File: config.mk
export PLATFORM = sky130hd
export DESIGN_NAME = router_fifo_pkt
export DESIGN_NICKNAME = d
export VERILOG_FILES = /design/src/rtl/router_pkg.sv /design/src/rtl/router_fifo_ptr.sv /design/src/rtl/router_fifo_pkt.sv
export SDC_FILE = /design/constraint.sdc
export NUM_CORES = 1
export LEC_CHECK = 0
export BUFFER_PORTS_ARGS = -buffer_cell sky130_fd_sc_hd__buf_2
export CAP_MARGIN = 30
export CORE_AREA = 3 3 114 116
export CTS_CLUSTER_DIAMETER = 80
export DETAILED_ROUTE_END_ITERATION = 10
export DIE_AREA = 0 0 117 119
export GPL_ROUTABILITY_DRIVEN = 0
export GPL_TIMING_DRIVEN = 0
export PLACE_DENSITY = 0.8
export SLEW_MARGIN = 15
export SYNTH_ARGS = -nofsm -noshare
export SYNTH_HDL_FRONTEND = slang
export SYNTH_SLANG_ARGS = --single-unit
export TNS_END_PERCENT = 5
File: constraint.sdc
create_clock -name clock -period 2.9 [get_ports clock]
set_input_delay 0.145 -clock clock [delete_from_list [all_inputs] [get_ports clock]]
set_output_delay 0.145 -clock clock [all_outputs]
set_load 0.05 [all_outputs]
File: src/rtl/router_pkg.sv
// Shared constants for the router slice (FSM, synchroniser and per-destination FIFOs).
package router_pkg;

  localparam int DEFAULT_DATA_WIDTH = 8;
  localparam int DEFAULT_DEPTH      = 16;

  // Header payload length occupies data[DATA_WIDTH-1:LEN_LSB]; low bits are the destination.
  localparam int LEN_LSB = 2;

  function automatic int tag_bit(input int data_width);
    return data_width;
  endfunction

endpackage

File: src/rtl/router_fifo_ptr.sv
// Read/write pointer pair with full/empty, fill level and threshold flags.
module router_fifo_ptr #(
  parameter int DEPTH     = 16,
  parameter int AF_THRESH = 14,
  parameter int AE_THRESH = 2,
  localparam int AW       = $clog2(DEPTH)
) (
  input  logic          clock,
  input  logic          clear,
  input  logic          wr_acc,
  input  logic          rd_acc,
  output logic [AW:0]   wr_ptr,
  output logic [AW:0]   rd_ptr,
  output logic          full,
  output logic          empty,
  output logic          almost_full,
  output logic          almost_empty,
  output logic [AW:0]   level
);

  localparam logic [AW:0] PTR_ONE = (AW+1)'(1);
  localparam logic [AW:0] AF_LVL  = (AW+1)'(AF_THRESH);
  localparam logic [AW:0] AE_LVL  = (AW+1)'(AE_THRESH);

  always_ff @(posedge clock) begin
    if (clear) begin
      wr_ptr <= '0;
      rd_ptr <= '0;
    end else begin
      if (wr_acc) wr_ptr <= wr_ptr + PTR_ONE;
      if (rd_acc) rd_ptr <= rd_ptr + PTR_ONE;
    end
  end

  // Extra MSB distinguishes full from empty when the index bits match.
  assign full         = (wr_ptr[AW] != rd_ptr[AW]) && (wr_ptr[AW-1:0] == rd_ptr[AW-1:0]);
  assign empty        = (wr_ptr == rd_ptr);
  assign level        = wr_ptr - rd_ptr;
  assign almost_full  = (level >= AF_LVL);
  assign almost_empty = (level <= AE_LVL);

endmodule

File: src/rtl/router_fifo_pkt.sv
// Packet-aware per-destination FIFO: header-tagged storage, registered read port,
// remaining-word counter and end-of-packet flag.
module router_fifo_pkt
  import router_pkg::*;
#(
  parameter int DATA_WIDTH = DEFAULT_DATA_WIDTH,
  parameter int DEPTH      = DEFAULT_DEPTH,
  parameter int AF_THRESH  = 14,
  parameter int AE_THRESH  = 2,
  parameter int LFD_DELAY  = 1,
  localparam int AW        = $clog2(DEPTH),
  localparam int PW        = DATA_WIDTH - 1
) (
  input  logic                  clock,
  input  logic                  reset,
  input  logic                  soft_reset,
  input  logic                  write_enb,
  input  logic                  lfd_state,
  input  logic [DATA_WIDTH-1:0] data_in,
  input  logic                  read_enb,
  output logic [DATA_WIDTH-1:0] data_out,
  output logic                  data_valid,
  output logic                  pkt_end,
  output logic                  empty,
  output logic                  full,
  output logic                  almost_full,
  output logic                  almost_empty,
  output logic [AW:0]           level,
  output logic [PW-1:0]         pkt_remaining
);

  localparam int TAG = tag_bit(DATA_WIDTH);

  logic [DATA_WIDTH:0] mem [DEPTH];
  logic [AW:0]         wr_ptr;
  logic [AW:0]         rd_ptr;
  logic                clear;
  logic                wr_acc;
  logic                rd_acc;
  logic                lfd_q;
  logic                tag;
  logic [DATA_WIDTH:0] rd_word;
  logic [PW-1:0]       hdr_len;

  assign clear  = reset || soft_reset;
  assign wr_acc = write_enb && !full && !clear;
  assign rd_acc = read_enb && !empty && !clear;

  router_fifo_ptr #(
    .DEPTH     (DEPTH),
    .AF_THRESH (AF_THRESH),
    .AE_THRESH (AE_THRESH)
  ) u_ptr (
    .clock        (clock),
    .clear        (clear),
    .wr_acc       (wr_acc),
    .rd_acc       (rd_acc),
    .wr_ptr       (wr_ptr),
    .rd_ptr       (rd_ptr),
    .full         (full),
    .empty        (empty),
    .almost_full  (almost_full),
    .almost_empty (almost_empty),
    .level        (level)
  );

  // The FSM raises lfd_state in the cycle before the header write when LFD_DELAY is set.
  always_ff @(posedge clock) begin
    if (clear) lfd_q <= 1'b0;
    else       lfd_q <= lfd_state;
  end

  assign tag = (LFD_DELAY != 0) ? lfd_q : lfd_state;

  always_ff @(posedge clock) begin
    if (wr_acc) mem[wr_ptr[AW-1:0]] <= {tag, data_in};
  end

  assign rd_word = mem[rd_ptr[AW-1:0]];
  assign hdr_len = PW'(rd_word[DATA_WIDTH-1:LEN_LSB]);

  always_ff @(posedge clock) begin
    if (clear) begin
      data_out      <= '0;
      data_valid    <= 1'b0;
      pkt_end       <= 1'b0;
      pkt_remaining <= '0;
    end else if (rd_acc) begin
      data_out   <= rd_word[DATA_WIDTH-1:0];
      data_valid <= 1'b1;
      if (rd_word[TAG]) begin
        // Payload words plus the trailing parity word.
        pkt_remaining <= hdr_len + PW'(1);
        pkt_end       <= 1'b0;
      end else if (pkt_remaining != '0) begin
        pkt_remaining <= pkt_remaining - PW'(1);
        pkt_end       <= (pkt_remaining == PW'(1));
      end else begin
        pkt_end <= 1'b0;
      end
    end else begin
      data_valid <= 1'b0;
      pkt_end    <= 1'b0;
    end
  end

endmodule

# == Word-level counts from Yosys, hierarchy flattened ==
# Memories as Yosys holds them, arrays and structs flattened. A register that Yosys moved wholly into a read port is not among the register bits.
# Cells that the tools add are included.
# totals
in_bits,14
ff_bits,28
out_inout_bits,26
memories,1
ram_bits,144
# mem_list
memory,words,width,read_ports,rd_clocked_by_memory_dff,write_ports,line_no,source
mem,16,9,1,1,1,router_fifo_pkt.sv:34,logic [DATA_WIDTH:0] mem [DEPTH];
# op_classes
reduce_logical,13
addsub,5
n_eq_ne,4
muxes,7
magnitude_cmp,2
n_bitwise,2
# ops
operator,count
$mux 7,2
$add 5x1->5 const B,2
$mux 4,2
$add 6x1->7 const B,1
$eq 7x1->1 const B,1
$reduce_bool 7->1,1
$sub 7x1->7 const B,1
$eq 5x5->1,1
$ge 5x4->1 const B,1
$le 5x2->1 const B,1
$logic_and 1x1->1,5
$sub 5x5->5,1
$eq 4x4->1,1
$reduce_or 4->1,1
$logic_not 1->1,3
$mux 1,3
$not 1->1,2
$reduce_and 2->1,1
$reduce_bool 2->1,1
$logic_or 1x1->1,1
$ne 1x1->1,1

# == Longest topological paths before layout ==
# Gate-level depths: netlist of the first run.
# logic_depth
ltp_word,7
mapped_depth,10

# == Cells and area by module ==
# A second synthesis of the first run with hierarchy kept.
# hier_totals
cells_unflattened,430
area_unflattened_um2,7201.9
# modules_own_cells
mod,seq_area_each_um2,cells_per_inst,area_per_inst_um2,n_inst
router_fifo_pkt,4684.5,361,6591.3,1
router_fifo_ptr,200.2,69,610.6,1

# == Worst setup path before layout of the first run ==
# OpenSTA, ideal clock, no wires.
# synth_timing
path_kind,register to output
startpoint,reg u_ptr.wr_ptr[0]
endpoint,out almost_empty
path_stages_with_launch,9
arrival_time_ns,4.286
path_slack_ns,-1.531
cell_sequence,dfxtp_1 > inv_1 > ha_1 > inv_1 > fa_1 > a21o_1 > a21oi_1 > xnor2_1 > a2111oi_0
# synth_via
elab_chain_cells,2
# synth_rtl
element,line_no,source
"start, declared",router_fifo_ptr.sv:12,"output logic [AW:0] wr_ptr,"
"start signal, assigned",router_fifo_ptr.sv:30,if (wr_acc) wr_ptr <= wr_ptr + PTR_ONE;
$sub 5x5->5,router_fifo_ptr.sv:38,assign level = wr_ptr - rd_ptr;
net level[4],router_fifo_pkt.sv:28,"output logic [AW:0] level,"
$le 5x2->1,router_fifo_ptr.sv:40,assign almost_empty = (level <= AE_LVL);
"end, declared",router_fifo_pkt.sv:27,"output logic almost_empty,"
# The timed path passes the listed nets, and every way through them passes these cells.

==> impl_results.html, run 1 <==
<table>
<tr><th>Metric</th><th>Value</th></tr>
<tr><th colspan="2">Synthesis</th></tr>
<tr><td>Async set or reset register ratio after synthesis</td><td>0</td></tr>
<tr><td>Dominant register cell in the synthesized netlist</td><td>sky130_fd_sc_hd__edfxtp_1</td></tr>
<tr><td>Synthesized netlist net count</td><td>454</td></tr>
<tr><td>Largest area contributor in the netlist</td><td>sky130_fd_sc_hd__edfxtp_1</td></tr>
<tr><td>Multiplexer share of the synthesized area</td><td>0.1386</td></tr>
<tr><td>Complex-gate fraction of the synthesized area</td><td>0.03491</td></tr>
<tr><td>Count of unique library cells instantiated by Yosys</td><td>45</td></tr>
<tr><td>Per-instance average area after synthesis</td><td>16.74 µm²</td></tr>
<tr><td>Area fraction of the dominant cell type after synthesis</td><td>0.6063</td></tr>
<tr><td>Part of the Yosys area used for sequential elements</td><td>0.6961</td></tr>
<tr><td>Fraction of the mapped netlist area in adder cells</td><td>0.02561</td></tr>
<tr><td>Share of synthesized cell area in and, or, nand and nor gates</td><td>0.06737</td></tr>
<tr><td>Post-synthesis sequential element count</td><td>176</td></tr>
<tr><td>Share of the synthesized netlist area taken by xor and xnor gates</td><td>0.01965</td></tr>
<tr><td>Combinational family with the most area after synthesis</td><td>multiplexers</td></tr>
<tr><td>Cell types with the highest counts after synthesis</td><td>144 x sky130_fd_sc_hd__edfxtp_1, 43 x sky130_fd_sc_hd__mux4_2, 34 x sky130_fd_sc_hd__nor2_1</td></tr>
<tr><td>Total standard cell area after synthesis</td><td>0.007132 mm²</td></tr>
<tr><td>Post-synth EDFFs</td><td>144</td></tr>
<tr><td>Synthesized instance count</td><td>426</td></tr>
<tr><td>Syn. warnings</td><td>0</td></tr>
<tr><td>Main area contributors after synthesis</td><td>sky130_fd_sc_hd__edfxtp_1 61%, sky130_fd_sc_hd__mux4_2 14%, sky130_fd_sc_hd__dfxtp_1 9.0%</td></tr>
<tr><td>Most repeated cell in the gate-level netlist after synthesis</td><td>sky130_fd_sc_hd__edfxtp_1</td></tr>
<tr><th colspan="2">Pwr</th></tr>
<tr><td>Fraction of power consumed by sequential logic</td><td>0.522</td></tr>
<tr><td>Comb pwr share</td><td>0.036</td></tr>
<tr><td>Net Switching</td><td>1.035 mW</td></tr>
<tr><td>Internal power consumption</td><td>4.224 mW</td></tr>
<tr><td>Clock network fraction of design power</td><td>0.442</td></tr>
<tr><td>Worst IR Drop VDD</td><td>0.5401 mV</td></tr>
<tr><td>Total power density per cell area</td><td>633.5 mW/mm²</td></tr>
<tr><td>Leak Pwr</td><td>2.810 nW</td></tr>
<tr><td>Net switching share of the total power</td><td>0.1967</td></tr>
<tr><th colspan="2">Detailed routing</th></tr>
<tr><td>Detailed-route vias per instance</td><td>6.195</td></tr>
<tr><td>Vias post-DR</td><td>4076</td></tr>
<tr><td>Post-detailed-routing wire length</td><td>14990 µm</td></tr>
<tr><td>Average detailed-routed wire length per instance</td><td>22.78 µm</td></tr>
<tr><td>Detailed router's first-iteration violation count</td><td>551</td></tr>
<tr><td>Remaining number of nets flagged by the antenna check after routing</td><td>0</td></tr>
<tr><td>Number of iterations in the first detailed-routing pass</td><td>6</td></tr>
<tr><td>Count of unresolved DRC violations after routing</td><td>0</td></tr>
<tr><th colspan="2">Job</th></tr>
<tr><td># Max-Cap Violations</td><td>0</td></tr>
<tr><th colspan="2">Floorplanning</th></tr>
<tr><td>Core area</td><td>0.01201 mm²</td></tr>
<tr><td>Die footprint</td><td>0.01392 mm²</td></tr>
<tr><td>Starting utilization of the core area</td><td>0.5938</td></tr>
<tr><td>Boundary Pins</td><td>40</td></tr>
<tr><td>Row count</td><td>40</td></tr>
<tr><td>Die width</td><td>117 µm</td></tr>
<tr><td>Chip height</td><td>119 µm</td></tr>
<tr><th colspan="2">Place</th></tr>
<tr><td>Post-placement setup slack</td><td>-42.20 ps</td></tr>
<tr><td>DP Wirelength</td><td>9632 µm</td></tr>
<tr><td>Port bufs</td><td>39</td></tr>
<tr><th colspan="2">Timing</th></tr>
<tr><td>Crit path setup slack, layout</td><td>69.46 ps</td></tr>
<tr><td>Clock skew after layout</td><td>3.736 ps</td></tr>
<tr><td>Final Max Slew Viols</td><td>0</td></tr>
<tr><td>RSZ-0062 raised after global routing</td><td>yes</td></tr>
<tr><td>Fin crit share</td><td>0.9760</td></tr>
<tr><td>Highest clock rate</td><td>0.3533 GHz</td></tr>
<tr><td>Min cycle time layout</td><td>2831 ps</td></tr>
<tr><td>Relative slew margins</td><td>0.3677</td></tr>
<tr><td>Final Hold Violating Endpoints</td><td>0</td></tr>
<tr><td>Worst hold slack after final layout</td><td>84.10 ps</td></tr>
<tr><td>Number of setup violations in the final report</td><td>0</td></tr>
<tr><td>Tightest Pin Transition</td><td>945.0 ps</td></tr>
<tr><th colspan="2">Critical path</th></tr>
<tr><td>Crit path required time</td><td>3250 ps</td></tr>
<tr><td>CP max stage cell</td><td>sky130_fd_sc_hd__mux4_2</td></tr>
<tr><td>Data arrival time of the critical path</td><td>3180 ps</td></tr>
<tr><td>Critical path cell sequence</td><td>buf_6 &gt; mux4_2 &gt; mux4_2 &gt; or4_1 &gt; buf_2 &gt; or3_1 &gt; o211ai_1</td></tr>
<tr><td>Type of destination of the critical path</td><td>flop</td></tr>
<tr><td>R2r worst-path depth</td><td>7</td></tr>
<tr><td>Element type at the critical path start</td><td>flop</td></tr>
<tr><td>Longest individual stage delay on the worst path</td><td>530 ps</td></tr>
<tr><td>FF-to-FF setup slack</td><td>70 ps</td></tr>
<tr><td>Startpoint-to-endpoint class of the critical path</td><td>reg -&gt; reg</td></tr>
<tr><td>Max FO, Critical Path</td><td>9</td></tr>
<tr><td>Cell repeated most along the worst path</td><td>sky130_fd_sc_hd__mux4_2</td></tr>
<tr><td>Worst reg2reg path endpoint</td><td>pkt_remaining[4]</td></tr>
<tr><th colspan="2">Clock tree</th></tr>
<tr><td>CTS sink count</td><td>176</td></tr>
<tr><td>TritonCTS clock tree</td><td>yes</td></tr>
<tr><td>Clock-pin transition on the worst setup and hold timing paths</td><td>60 ps</td></tr>
<tr><td>Worst-skew pair later-pin latency</td><td>430 ps</td></tr>
<tr><td>Number of levels in the clock H-tree</td><td>4</td></tr>
<tr><td>Number of clock buffers inserted by TritonCTS</td><td>17</td></tr>
<tr><td>Number of buffers on the longest clock path</td><td>2</td></tr>
<tr><td>Post-CTS setup buffer count</td><td>0</td></tr>
<tr><td>Clock Root Buffer</td><td>sky130_fd_sc_hd__clkbuf_16</td></tr>
<tr><th colspan="2">Global routing</th></tr>
<tr><td>Overall overflow remaining after global route</td><td>0</td></tr>
<tr><td>Overall routing resource usage</td><td>0.2316</td></tr>
<tr><td>Maximum number of pins on one net before global-route repair</td><td>17</td></tr>
<tr><td>Initial antenna violation count</td><td>0</td></tr>
<tr><td>Vias in the first global route</td><td>4142</td></tr>
<tr><td>Global-route wire length before repair</td><td>23300 µm</td></tr>
<tr><th colspan="2">Final layout</th></tr>
<tr><td>Layout overhead on the synthesized area</td><td>16.40%</td></tr>
<tr><td>Post-Route Utilization</td><td>0.6911</td></tr>
<tr><td>Net total in the final layout</td><td>527</td></tr>
<tr><td>Number of antenna repair diodes</td><td>0</td></tr>
<tr><td>Final-layout fill cell count</td><td>737</td></tr>
<tr><td>Fraction of layout cells with a size suffix above 1</td><td>0.2779</td></tr>
<tr><th colspan="2">Outcome</th></tr>
<tr><td>Run status</td><td>complete, no violations</td></tr>
<tr><th colspan="2">Worst hold path</th></tr>
<tr><td>Startpoint of the most critical hold path</td><td>reset</td></tr>
<tr><td>Cell depth of the worst hold path</td><td>3</td></tr>
<tr><td>Min-Delay Endpoint</td><td>lfd_q</td></tr>
<tr><td>Tightest Hold Check Type</td><td>in -&gt; reg</td></tr>
</table>
==> per-stage QoR <==
step           cell area [µm²]  instances  TNS (ps)  power [mW]
3_5_place_dp              7635        620    -42.20       2.985
4_1_cts                   8247        652         0       5.287
2_1_floorplan             7151        426         0       2.918
3_3_place_gp              7530        612    -10740       2.974
5_1_grt                   8302        658    -58.24       5.414
6_report                  8302        658         0       5.259
==> repair_timing <==
action	4_1_cts	5_1_grt
gates resized for setup	2	5
endpoints found under the hold margin	1	0
cloned	0	0
hold buffers	1	0
setup endpoints to repair	1	3
==> power by group through the flow <==
| stage | clock, mW | sequential [mW] | combinational (mW) |
|---|---|---|---|
| floorplan | 0 | 2.81 | 0.110 |
| CTS | 2.35 | 2.75 | 0.189 |
| global placement | 0 | 2.80 | 0.176 |
| detailed placement | 0 | 2.80 | 0.185 |
| finish | 2.32 | 2.75 | 0.191 |
| global route | 2.46 | 2.75 | 0.207 |
==> layer usage <==
layer,part of all wire,track usage,vias to the layer above
li1,-,-,1800
met1,0.39,0.3082,2053
met2,0.51,0.3585,190
met3,0.071,0.06911,33
met4,0.029,0.09534,0
met5,0,0,-
==> sequential cells by signal, indices dropped and copies added (netlist names), named ones only <==
name / cells
data_out: 8
data_valid: 1
lfd_q: 1
mem: 144
pkt_end: 1
pkt_remaining: 7
u_ptr.rd_ptr: 5
u_ptr.wr_ptr: 5
==> placed cells by master (no fill, tap or decap), drive strengths merged, types with 3 or more instances in the layout <==
| cell type | count |
|---|---|
| bufinv | 4 |
| dfxtp | 32 |
| nand2 | 33 |
| o21ai | 9 |
| nor2b | 3 |
| a21oi | 15 |
| xnor2 | 9 |
| nor2 | 34 |
| edfxtp | 144 |
| xor2 | 7 |
| inv | 11 |
| buf | 63 |
| nand4 | 4 |
| nand2b | 3 |
| ha | 13 |
| mux4 | 43 |
| clkbuf | 27 |
| nor3 | 8 |
| nand3 | 10 |
| clkinv | 7 |
==> logic make-up (layout without fill, tap and decap cells) <==
kind of cell    after synthesis  in the layout
simple gates                106            106
fa+ha+maj                    14             14
compound gates               40             40
xor+xnor                     16             16
mux                          45             45
buf+inv                      29            114
flops                       176            176
==> how the worst max path moves through the flow <==
| stage | cells past startpoint | slack, ps | end |
|---|---|---|---|
| after detailed placement | 7 | -40 | pkt_remaining[5] |
| after CTS | 9 | 20 | almost_empty |
| after floorplan | 8 | 170 | almost_empty |
| after global routing | 9 | -60 | pkt_remaining[5] |
| after global placement | 6 | -330 | mem[3][1] |
| final | 7 | 70 | pkt_remaining[4] |
==> cell type report <==
| cell class | instances | area (µm²) | area share |
|---|---|---|---|
| sequential | 176 | 4965 | 0.5980 |
| multi-input combinational | 221 | 2086 | 0.2512 |
| timing repair buffer | 54 | 339.1 | 0.04084 |
| clock buffer | 18 | 429.2 | 0.05170 |
| tap | 147 | 183.9 | 0.02216 |
| inverter | 10 | 37.54 | 0.004521 |
| clock inverter | 13 | 168.9 | 0.02035 |
| buffer | 19 | 92.59 | 0.01115 |
==> worst max-delay path, delay by kind of cell, from the launching register on <==
family	cells	cell delay, ps
multiplexers	2	1030
AND/OR/NAND/NOR	2	860
buffers and inverters	2	380
flip-flops	1	370
AO/OA/AOI/OAI	1	100
Power figures use the tool's default switching activity.
==> run 2, diff against run 1 <==
--- a/config.mk
+++ b/config.mk
@@ -12,7 +12,6 @@
 export DETAILED_ROUTE_END_ITERATION = 10
 export DIE_AREA = 0 0 117 119
 export GPL_ROUTABILITY_DRIVEN = 0
-export GPL_TIMING_DRIVEN = 0
 export PLACE_DENSITY = 0.8
 export SLEW_MARGIN = 15
 export SYNTH_ARGS = -nofsm -noshare
==> impl_results.html, run 2 (synthesis results as in run 1) <==
<table>
<tr><th>Metric</th><th>Value</th></tr>
<tr><th colspan="2">Critical path</th></tr>
<tr><td>Critical path cell sequence</td><td>inv_2 &gt; ha_1 &gt; inv_1 &gt; fa_1 &gt; a21o_1 &gt; a21oi_1 &gt; xnor2_1 &gt; a2111oi_4 &gt; buf_6 (was buf_6 &gt; mux4_2 &gt; mux4_2 &gt; or4_1 &gt; buf_2 &gt; or3_1 &gt; o211ai_1)</td></tr>
<tr><td>Element type at the critical path start</td><td>flop (unchanged)</td></tr>
<tr><td>Bufs and invs on worst path</td><td>3 (was 2)</td></tr>
<tr><td>Type of destination of the critical path</td><td>output pin (was flop)</td></tr>
<tr><td>Data arrival time of the critical path</td><td>2560 ps (was 3180 ps)</td></tr>
<tr><td>Longest individual stage delay on the worst path</td><td>410 ps (was 530 ps)</td></tr>
<tr><td>Crit path required time</td><td>2760 ps (was 3250 ps)</td></tr>
<tr><td>Family with the most delay on the worst path</td><td>compound AO/OA/AOI/OAI gates (was multiplexers)</td></tr>
<tr><td>Startpoint-to-endpoint class of the critical path</td><td>reg -&gt; out (was reg -&gt; reg)</td></tr>
<tr><td>CP max stage cell</td><td>sky130_fd_sc_hd__fa_1 (was sky130_fd_sc_hd__mux4_2)</td></tr>
<tr><td>Max FO, Critical Path</td><td>4 (was 9)</td></tr>
<tr><th colspan="2">Global routing</th></tr>
<tr><td>Vias in the first global route</td><td>4044 (was 4142)</td></tr>
<tr><td>Global-route wire length before repair</td><td>23580 µm (was 23300 µm)</td></tr>
<tr><td>Overall overflow remaining after global route</td><td>0 (unchanged)</td></tr>
<tr><td>Maximum number of pins on one net before global-route repair</td><td>25 (was 17)</td></tr>
<tr><td>Initial antenna violation count</td><td>0 (unchanged)</td></tr>
<tr><td>Overall routing resource usage</td><td>0.2346 (was 0.2316)</td></tr>
<tr><th colspan="2">Place</th></tr>
<tr><td>DP Wirelength</td><td>9542 µm (was 9632 µm)</td></tr>
<tr><td>Port bufs</td><td>39 (unchanged)</td></tr>
<tr><td>Post-Place Cells</td><td>620 (unchanged)</td></tr>
<tr><td>Placed inst area</td><td>0.007645 mm² (was 0.007635 mm²)</td></tr>
<tr><th colspan="2">Floorplanning</th></tr>
<tr><td>Die width</td><td>117 µm (unchanged)</td></tr>
<tr><td>Chip height</td><td>119 µm (unchanged)</td></tr>
<tr><td>Starting utilization of the core area</td><td>0.5938 (unchanged)</td></tr>
<tr><td>Core area</td><td>0.01201 mm² (unchanged)</td></tr>
<tr><td>Boundary Pins</td><td>40 (unchanged)</td></tr>
<tr><td>Die footprint</td><td>0.01392 mm² (unchanged)</td></tr>
<tr><td>Row count</td><td>40 (unchanged)</td></tr>
<tr><th colspan="2">Pwr</th></tr>
<tr><td>Leak Pwr</td><td>2.781 nW (was 2.810 nW)</td></tr>
<tr><td>Total power density per cell area</td><td>628.4 mW/mm² (was 633.5 mW/mm²)</td></tr>
<tr><td>Worst IR Drop VDD</td><td>0.4287 mV (was 0.5401 mV)</td></tr>
<tr><th colspan="2">Clock tree</th></tr>
<tr><td>Number of buffers on the longest clock path</td><td>2 (unchanged)</td></tr>
<tr><td>Number of levels in the clock H-tree</td><td>4 (unchanged)</td></tr>
<tr><td>Number of clock buffers inserted by TritonCTS</td><td>17 (unchanged)</td></tr>
<tr><td>Worst-skew pair later-pin latency</td><td>420 ps (was 430 ps)</td></tr>
<tr><td>TritonCTS clock tree</td><td>yes (unchanged)</td></tr>
<tr><td>CTS sink count</td><td>176 (unchanged)</td></tr>
<tr><td>Clock-pin transition on the worst setup and hold timing paths</td><td>60 ps (about the same)</td></tr>
<tr><td>Clock Root Buffer</td><td>sky130_fd_sc_hd__clkbuf_16 (unchanged)</td></tr>
<tr><th colspan="2">Final layout</th></tr>
<tr><td>Leading cell type in the layout, fill and taps excluded</td><td>sky130_fd_sc_hd__edfxtp_1 (unchanged)</td></tr>
<tr><td>Fraction of layout cells with a size suffix above 1</td><td>0.2826 (was 0.2779)</td></tr>
<tr><td>Layout overhead on the synthesized area</td><td>15.67% (was 16.40%)</td></tr>
<tr><td>Largest register FFs</td><td>144 (unchanged)</td></tr>
<tr><td>Final-layout fill cell count</td><td>754 (was 737)</td></tr>
<tr><td>Final Instance Count excl. Fillers</td><td>653 (was 658)</td></tr>
<tr><td>Most used cells in the layout excluding fill and tap cells</td><td>144 x sky130_fd_sc_hd__edfxtp_1, 43 x sky130_fd_sc_hd__mux4_2, 38 x sky130_fd_sc_hd__buf_2, 34 x sky130_fd_sc_hd__nor2_1, 33 x sky130_fd_sc_hd__nand2_1 (was 144 x sky130_fd_sc_hd__edfxtp_1, 43 x sky130_fd_sc_hd__mux4_2, 42 x sky130_fd_sc_hd__buf_2, 33 x sky130_fd_sc_hd__nor2_1, 33 x sky130_fd_sc_hd__nand2_1)</td></tr>
<tr><td>Summed area of non-filler cells in the final layout</td><td>0.008249 mm² (was 0.008302 mm²)</td></tr>
<tr><td>Number of antenna repair diodes</td><td>0 (unchanged)</td></tr>
<tr><td>Net total in the final layout</td><td>521 (was 527)</td></tr>
<tr><th colspan="2">Timing</th></tr>
<tr><td>Final Hold Violating Endpoints</td><td>0 (unchanged)</td></tr>
<tr><td>Number of setup violations in the final report</td><td>0 (unchanged)</td></tr>
<tr><td>Tightest Pin Transition</td><td>493.9 ps (was 945.0 ps)</td></tr>
<tr><td>Min cycle time layout</td><td>2707 ps (was 2831 ps)</td></tr>
<tr><td>Clock skew after layout</td><td>8.022 ps (was 3.736 ps)</td></tr>
<tr><td>Sum Neg Setup Slack</td><td>0 ps (unchanged)</td></tr>
<tr><td>RSZ-0062 raised after global routing</td><td>no (was yes)</td></tr>
<tr><td>Fin crit share</td><td>0.9335 (was 0.9760)</td></tr>
<tr><td>Final Max Slew Viols</td><td>0 (unchanged)</td></tr>
<tr><td>Highest clock rate</td><td>0.3694 GHz (was 0.3533 GHz)</td></tr>
<tr><td>Relative slew margins</td><td>0.6673 (was 0.3677)</td></tr>
<tr><th colspan="2">Detailed routing</th></tr>
<tr><td>Detailed router's first-iteration violation count</td><td>456 (was 551)</td></tr>
<tr><td>Remaining number of nets flagged by the antenna check after routing</td><td>0 (unchanged)</td></tr>
<tr><td>Average detailed-routed wire length per instance</td><td>22.85 µm (was 22.78 µm)</td></tr>
<tr><td>Vias post-DR</td><td>4015 (was 4076)</td></tr>
<tr><td>Number of iterations in the first detailed-routing pass</td><td>5 (was 6)</td></tr>
<tr><td>Count of unresolved DRC violations after routing</td><td>0 (unchanged)</td></tr>
<tr><td>Detailed-route vias per instance</td><td>6.149 (was 6.195)</td></tr>
<tr><td>Post-detailed-routing wire length</td><td>14920 µm (was 14990 µm)</td></tr>
<tr><th colspan="2">Job</th></tr>
<tr><td># Max-Cap Violations</td><td>0 (unchanged)</td></tr>
<tr><th colspan="2">Worst hold path</th></tr>
<tr><td>Tightest Hold Check Type</td><td>in -&gt; reg (unchanged)</td></tr>
<tr><th colspan="2">Outcome</th></tr>
<tr><td>Run status</td><td>complete, no violations (unchanged)</td></tr>
</table>
run 2: changes by cell type in the layout (fill, tap and decap cells not counted), sizes merged:
cell      before  now
clkbuf        27   17
buf           63   66
clkinvlp       1    4
inv           11   14
bufinv         4    2
clkinv         7    5
run 2: worst paths after layout:
check	depth (start not counted)	slack (ps)	start	endpoint
setup / recovery	9	190	u_ptr.wr_ptr[0]	almost_empty
hold / removal	3	90	reset	lfd_q
setup reg to reg	7	220	flop	pkt_remaining[4]
hold reg to reg	2	460	data_out[6]	data_out[6]
run 2: timing repair:
item	CTS	global route
hold buffers	1	0
buffers inserted	0	0
endpoints found under the setup margin	0	2
resized for setup	0	5
endpoints found under the hold margin	1	0
run 2: final cells by class:
cell class	instances	area (µm²)	area share
flip-flops and latches	176	4966	0.6020
multi-input cells	221	2059	0.2497
clock buffers	17	425.4	0.05157
repair buffers	67	417.9	0.05066
well taps	147	183.9	0.02230
clock inverters	15	158.9	0.01926
inverters	10	37.54	0.004550
run 2: power breakdown:
part / leakage, nW / switching, mW / internal, mW
clock network: 0.272 / 0.974 / 1.28
logic: 0.953 / 0.124 / 0.0631
registers: 1.56 / 0.00828 / 2.74
total: 2.78 / 1.11 / 4.08
run 2: layer usage:
metal	track usage	share of wire
met1	0.3206	0.41
met2	0.3706	0.51
met3	0.06809	0.065
met4	0.06738	0.016
met5	0	0
run 2: worst min-delay path: stages:
cell	delay (ps)
sky130_fd_sc_hd__buf_2	80
sky130_fd_sc_hd__nor2_1	70
sky130_fd_sc_hd__and2_1	160
run 2: metrics by stage:
stage               setup slack [ps]    util  power [mW]  hold slack (ps)
global route                   50.09  0.6868       5.340            87.11
floorplan                      171.5       -       2.918            243.9
finish                         193.0  0.6868       5.184            88.22
global placement               237.3  0.6365       2.975            361.3
CTS                            53.99  0.6859       5.223            76.01
detailed placement             115.2  0.6365       2.982            355.5
==> run 3, diff against run 2 <==
--- a/config.mk
+++ b/config.mk
@@ -7,12 +7,11 @@
 export LEC_CHECK = 0
 export BUFFER_PORTS_ARGS = -buffer_cell sky130_fd_sc_hd__buf_2
 export CAP_MARGIN = 30
-export CORE_AREA = 3 3 114 116
+export CORE_AREA = 3 3 159 161
 export CTS_CLUSTER_DIAMETER = 80
 export DETAILED_ROUTE_END_ITERATION = 10
-export DIE_AREA = 0 0 117 119
+export DIE_AREA = 0 0 162 164
 export GPL_ROUTABILITY_DRIVEN = 0
-export PLACE_DENSITY = 0.8
 export SLEW_MARGIN = 15
 export SYNTH_ARGS = -nofsm -noshare
 export SYNTH_HDL_FRONTEND = slang
==> impl_results.html, run 3 (synthesis results as in run 1) <==
<table>
<tr><th>Metric</th><th>Value</th></tr>
<tr><th colspan="2">Outcome</th></tr>
<tr><td>Run status</td><td>complete, no violations (unchanged)</td></tr>
<tr><th colspan="2">Clock tree</th></tr>
<tr><td>Clock-pin transition on the worst setup and hold timing paths</td><td>70 ps (was 60 ps)</td></tr>
<tr><td>Clock Root Buffer</td><td>sky130_fd_sc_hd__clkbuf_16 (unchanged)</td></tr>
<tr><td>Post-CTS setup buffer count</td><td>0 (unchanged)</td></tr>
<tr><td>CTS sink count</td><td>176 (unchanged)</td></tr>
<tr><td>Worst-skew pair later-pin latency</td><td>430 ps (was 420 ps)</td></tr>
<tr><td>Number of levels in the clock H-tree</td><td>4 (unchanged)</td></tr>
<tr><td>Number of buffers on the longest clock path</td><td>2 (unchanged)</td></tr>
<tr><td>TritonCTS clock tree</td><td>yes (unchanged)</td></tr>
<tr><td>Number of clock buffers inserted by TritonCTS</td><td>17 (unchanged)</td></tr>
<tr><th colspan="2">Detailed routing</th></tr>
<tr><td>Average detailed-routed wire length per instance</td><td>18.01 µm (was 22.85 µm)</td></tr>
<tr><td>Number of iterations in the first detailed-routing pass</td><td>4 (was 5)</td></tr>
<tr><td>Detailed router's first-iteration violation count</td><td>327 (was 456)</td></tr>
<tr><td>Remaining number of nets flagged by the antenna check after routing</td><td>0 (unchanged)</td></tr>
<tr><td>Count of unresolved DRC violations after routing</td><td>0 (unchanged)</td></tr>
<tr><td>Post-detailed-routing wire length</td><td>14950 µm (was 14920 µm)</td></tr>
<tr><td>Detailed-route vias per instance</td><td>4.693 (was 6.149)</td></tr>
<tr><td>Vias post-DR</td><td>3895 (was 4015)</td></tr>
<tr><th colspan="2">Critical path</th></tr>
<tr><td>Element type at the critical path start</td><td>flop (unchanged)</td></tr>
<tr><td>Crit path required time</td><td>2760 ps (about the same)</td></tr>
<tr><td>Max FO, Critical Path</td><td>4 (unchanged)</td></tr>
<tr><td>Data arrival time of the critical path</td><td>2610 ps (was 2560 ps)</td></tr>
<tr><td>CP max stage cell</td><td>sky130_fd_sc_hd__fa_1 (unchanged)</td></tr>
<tr><td>Startpoint-to-endpoint class of the critical path</td><td>reg -&gt; out (unchanged)</td></tr>
<tr><td>Critical path cell sequence</td><td>inv_2 &gt; ha_1 &gt; inv_1 &gt; fa_1 &gt; a21o_1 &gt; a21oi_1 &gt; xnor2_1 &gt; a2111oi_4 &gt; buf_6 (unchanged)</td></tr>
<tr><td>Longest individual stage delay on the worst path</td><td>400 ps (was 410 ps)</td></tr>
<tr><td>Type of destination of the critical path</td><td>output pin (unchanged)</td></tr>
<tr><th colspan="2">Floorplanning</th></tr>
<tr><td>Chip height</td><td>164 µm (was 119 µm)</td></tr>
<tr><td>Boundary Pins</td><td>40 (unchanged)</td></tr>
<tr><td>Row count</td><td>57 (was 40)</td></tr>
<tr><td>Die footprint</td><td>0.02657 mm² (was 0.01392 mm²)</td></tr>
<tr><td>Die width</td><td>162 µm (was 117 µm)</td></tr>
<tr><td>Starting utilization of the core area</td><td>0.2959 (was 0.5938)</td></tr>
<tr><td>Core area</td><td>0.02411 mm² (was 0.01201 mm²)</td></tr>
<tr><th colspan="2">Global routing</th></tr>
<tr><td>Most used routing layer in global routing</td><td>met2 (unchanged)</td></tr>
<tr><td>Overall overflow remaining after global route</td><td>0 (unchanged)</td></tr>
<tr><td>GRT met2 Usage</td><td>0.2073 (was 0.3706)</td></tr>
<tr><td>Overall routing resource usage</td><td>0.1190 (was 0.2346)</td></tr>
<tr><td>Initial antenna violation count</td><td>2 (was 0)</td></tr>
<tr><td>Met1 usage in global routing</td><td>0.1411 (was 0.3206)</td></tr>
<tr><td>Global-route wire length before repair</td><td>23410 µm (was 23580 µm)</td></tr>
<tr><td>Maximum number of pins on one net before global-route repair</td><td>28 (was 25)</td></tr>
<tr><td>M3 GR Usage</td><td>0.03203 (was 0.06809)</td></tr>
<tr><td>Vias in the first global route</td><td>4046 (was 4044)</td></tr>
<tr><th colspan="2">Pwr</th></tr>
<tr><td>Comb pwr share</td><td>0.036 (about the same)</td></tr>
<tr><td>Clock network fraction of design power</td><td>0.430 (was 0.434)</td></tr>
<tr><td>Net Switching</td><td>1.185 mW (was 1.106 mW)</td></tr>
<tr><td>Worst IR Drop VDD</td><td>0.3894 mV (was 0.4287 mV)</td></tr>
<tr><td>Internal power consumption</td><td>3.956 mW (was 4.078 mW)</td></tr>
<tr><td>Total power density per cell area</td><td>605.7 mW/mm² (was 628.4 mW/mm²)</td></tr>
<tr><td>Net switching share of the total power</td><td>0.2305 (was 0.2134)</td></tr>
<tr><td>Fraction of power consumed by sequential logic</td><td>0.534 (was 0.530)</td></tr>
<tr><td>Total design power</td><td>5.141 mW (was 5.184 mW)</td></tr>
<tr><td>Leak Pwr</td><td>2.794 nW (was 2.781 nW)</td></tr>
<tr><th colspan="2">Worst hold path</th></tr>
<tr><td>Tightest Hold Check Type</td><td>in -&gt; reg (unchanged)</td></tr>
<tr><th colspan="2">Final layout</th></tr>
<tr><td>Final Instance Count excl. Fillers</td><td>830 (was 653)</td></tr>
<tr><td>Number of antenna repair diodes</td><td>0 (unchanged)</td></tr>
<tr><td>Post-Route Utilization</td><td>0.3521 (was 0.6868)</td></tr>
<tr><td>Leading cell type in the layout, fill and taps excluded</td><td>sky130_fd_sc_hd__edfxtp_1 (unchanged)</td></tr>
<tr><td>Most used cells in the layout excluding fill and tap cells</td><td>144 x sky130_fd_sc_hd__edfxtp_1, 43 x sky130_fd_sc_hd__mux4_2, 38 x sky130_fd_sc_hd__buf_2, 34 x sky130_fd_sc_hd__nor2_1, 33 x sky130_fd_sc_hd__nand2_1 (unchanged)</td></tr>
<tr><td>Fraction of layout cells with a size suffix above 1</td><td>0.2885 (was 0.2826)</td></tr>
<tr><td>Layout overhead on the synthesized area</td><td>19.02% (was 15.67%)</td></tr>
<tr><td>Net total in the final layout</td><td>521 (unchanged)</td></tr>
<tr><td>Largest register FFs</td><td>144 (unchanged)</td></tr>
<tr><th colspan="2">Timing</th></tr>
<tr><td>Min cycle time layout</td><td>2759 ps (was 2707 ps)</td></tr>
<tr><td>Final Hold Violating Endpoints</td><td>0 (unchanged)</td></tr>
<tr><td>Highest clock rate</td><td>0.3625 GHz (was 0.3694 GHz)</td></tr>
<tr><td>Tightest Pin Transition</td><td>557.3 ps (was 493.9 ps)</td></tr>
<tr><td>Crit path setup slack, layout</td><td>141.3 ps (was 193.0 ps)</td></tr>
<tr><td>Relative slew margins</td><td>0.6246 (was 0.6673)</td></tr>
<tr><td>RSZ-0062 raised after global routing</td><td>no (unchanged)</td></tr>
<tr><td>Clock skew after layout</td><td>8.419 ps (was 8.022 ps)</td></tr>
<tr><td>Fin crit share</td><td>0.9513 (was 0.9335)</td></tr>
<tr><td>Final Max Slew Viols</td><td>0 (unchanged)</td></tr>
<tr><td>Sum Neg Setup Slack</td><td>0 ps (unchanged)</td></tr>
<tr><td>Number of setup violations in the final report</td><td>0 (unchanged)</td></tr>
<tr><th colspan="2">Place</th></tr>
<tr><td>DP Wirelength</td><td>9945 µm (was 9542 µm)</td></tr>
<tr><td>Port bufs</td><td>39 (unchanged)</td></tr>
<tr><td>Post-Place Cells</td><td>797 (was 620)</td></tr>
<tr><td>Post-placement setup slack</td><td>265.5 ps (was 115.2 ps)</td></tr>
<tr><th colspan="2">Job</th></tr>
<tr><td># Max-Cap Violations</td><td>0 (unchanged)</td></tr>
</table>
-- run 3: cell type report --
type | count | area (µm²)
Clock buffer | 17 | 425.4
Inverter | 10 | 37.54
Multi-Input combinational cell | 221 | 2059
Sequential cell | 176 | 4966
Fill cell | 2297 | 15620
Clock inverter | 15 | 167.7
Tap cell | 324 | 405.4
Timing Repair Buffer | 67 | 426.7
-- run 3: layer usage --
layer,up-vias,part of all wire
met5,-,0.0018
met4,4,0.021
met3,28,0.042
met2,79,0.53
met1,1994,0.41
li1,1790,-
-- run 3: per-stage QoR --
step,hold WS [ps],area (µm²)
2_1_floorplan,243.9,7151
3_3_place_gp,378.5,7879
3_5_place_dp,380.2,7879
4_1_cts,74.07,8482
5_1_grt,82.27,8488
6_report,83.37,8488
-- run 3: what timing repair did --
action                                  in CTS  in global routing
endpoints found under the setup margin       0                  1
hold endpoints to repair                     1                  0
gates resized for setup                      0                  4
hold buffers                                 1                  0
-- run 3: worst max-delay path, delay by kind of cell, from the launching register on --
| family | cells | cell delay [ps] |
|---|---|---|
| AOI/OAI and AO/OA | 3 | 740 |
| adders and majority gates | 2 | 560 |
| buffers and inverters | 3 | 390 |
| DFF | 1 | 350 |
| xor gates and xnor gates | 1 | 170 |
-- run 3: final timing paths --
path / slack, ps / from / endpoint / cells after the start
worst max-delay path: 140 / u_ptr.wr_ptr[0] / almost_empty / 9
worst min-delay path: 80 / data_in[3] / mem[11][3] / 1
worst max register to register: 270 / flop / pkt_remaining[2] / 7
worst min register to register: 450 / data_out[7] / data_out[7] / 2
-- run 3: power by group through the flow --
stage / registers, mW / logic [mW] / clock network, mW
4_1_cts: 2.74 / 0.187 / 2.26
3_5_place_dp: 2.80 / 0.186 / 0
5_1_grt: 2.74 / 0.204 / 2.36
2_1_floorplan: 2.81 / 0.110 / 0
3_3_place_gp: 2.80 / 0.180 / 0
6_report: 2.74 / 0.187 / 2.21
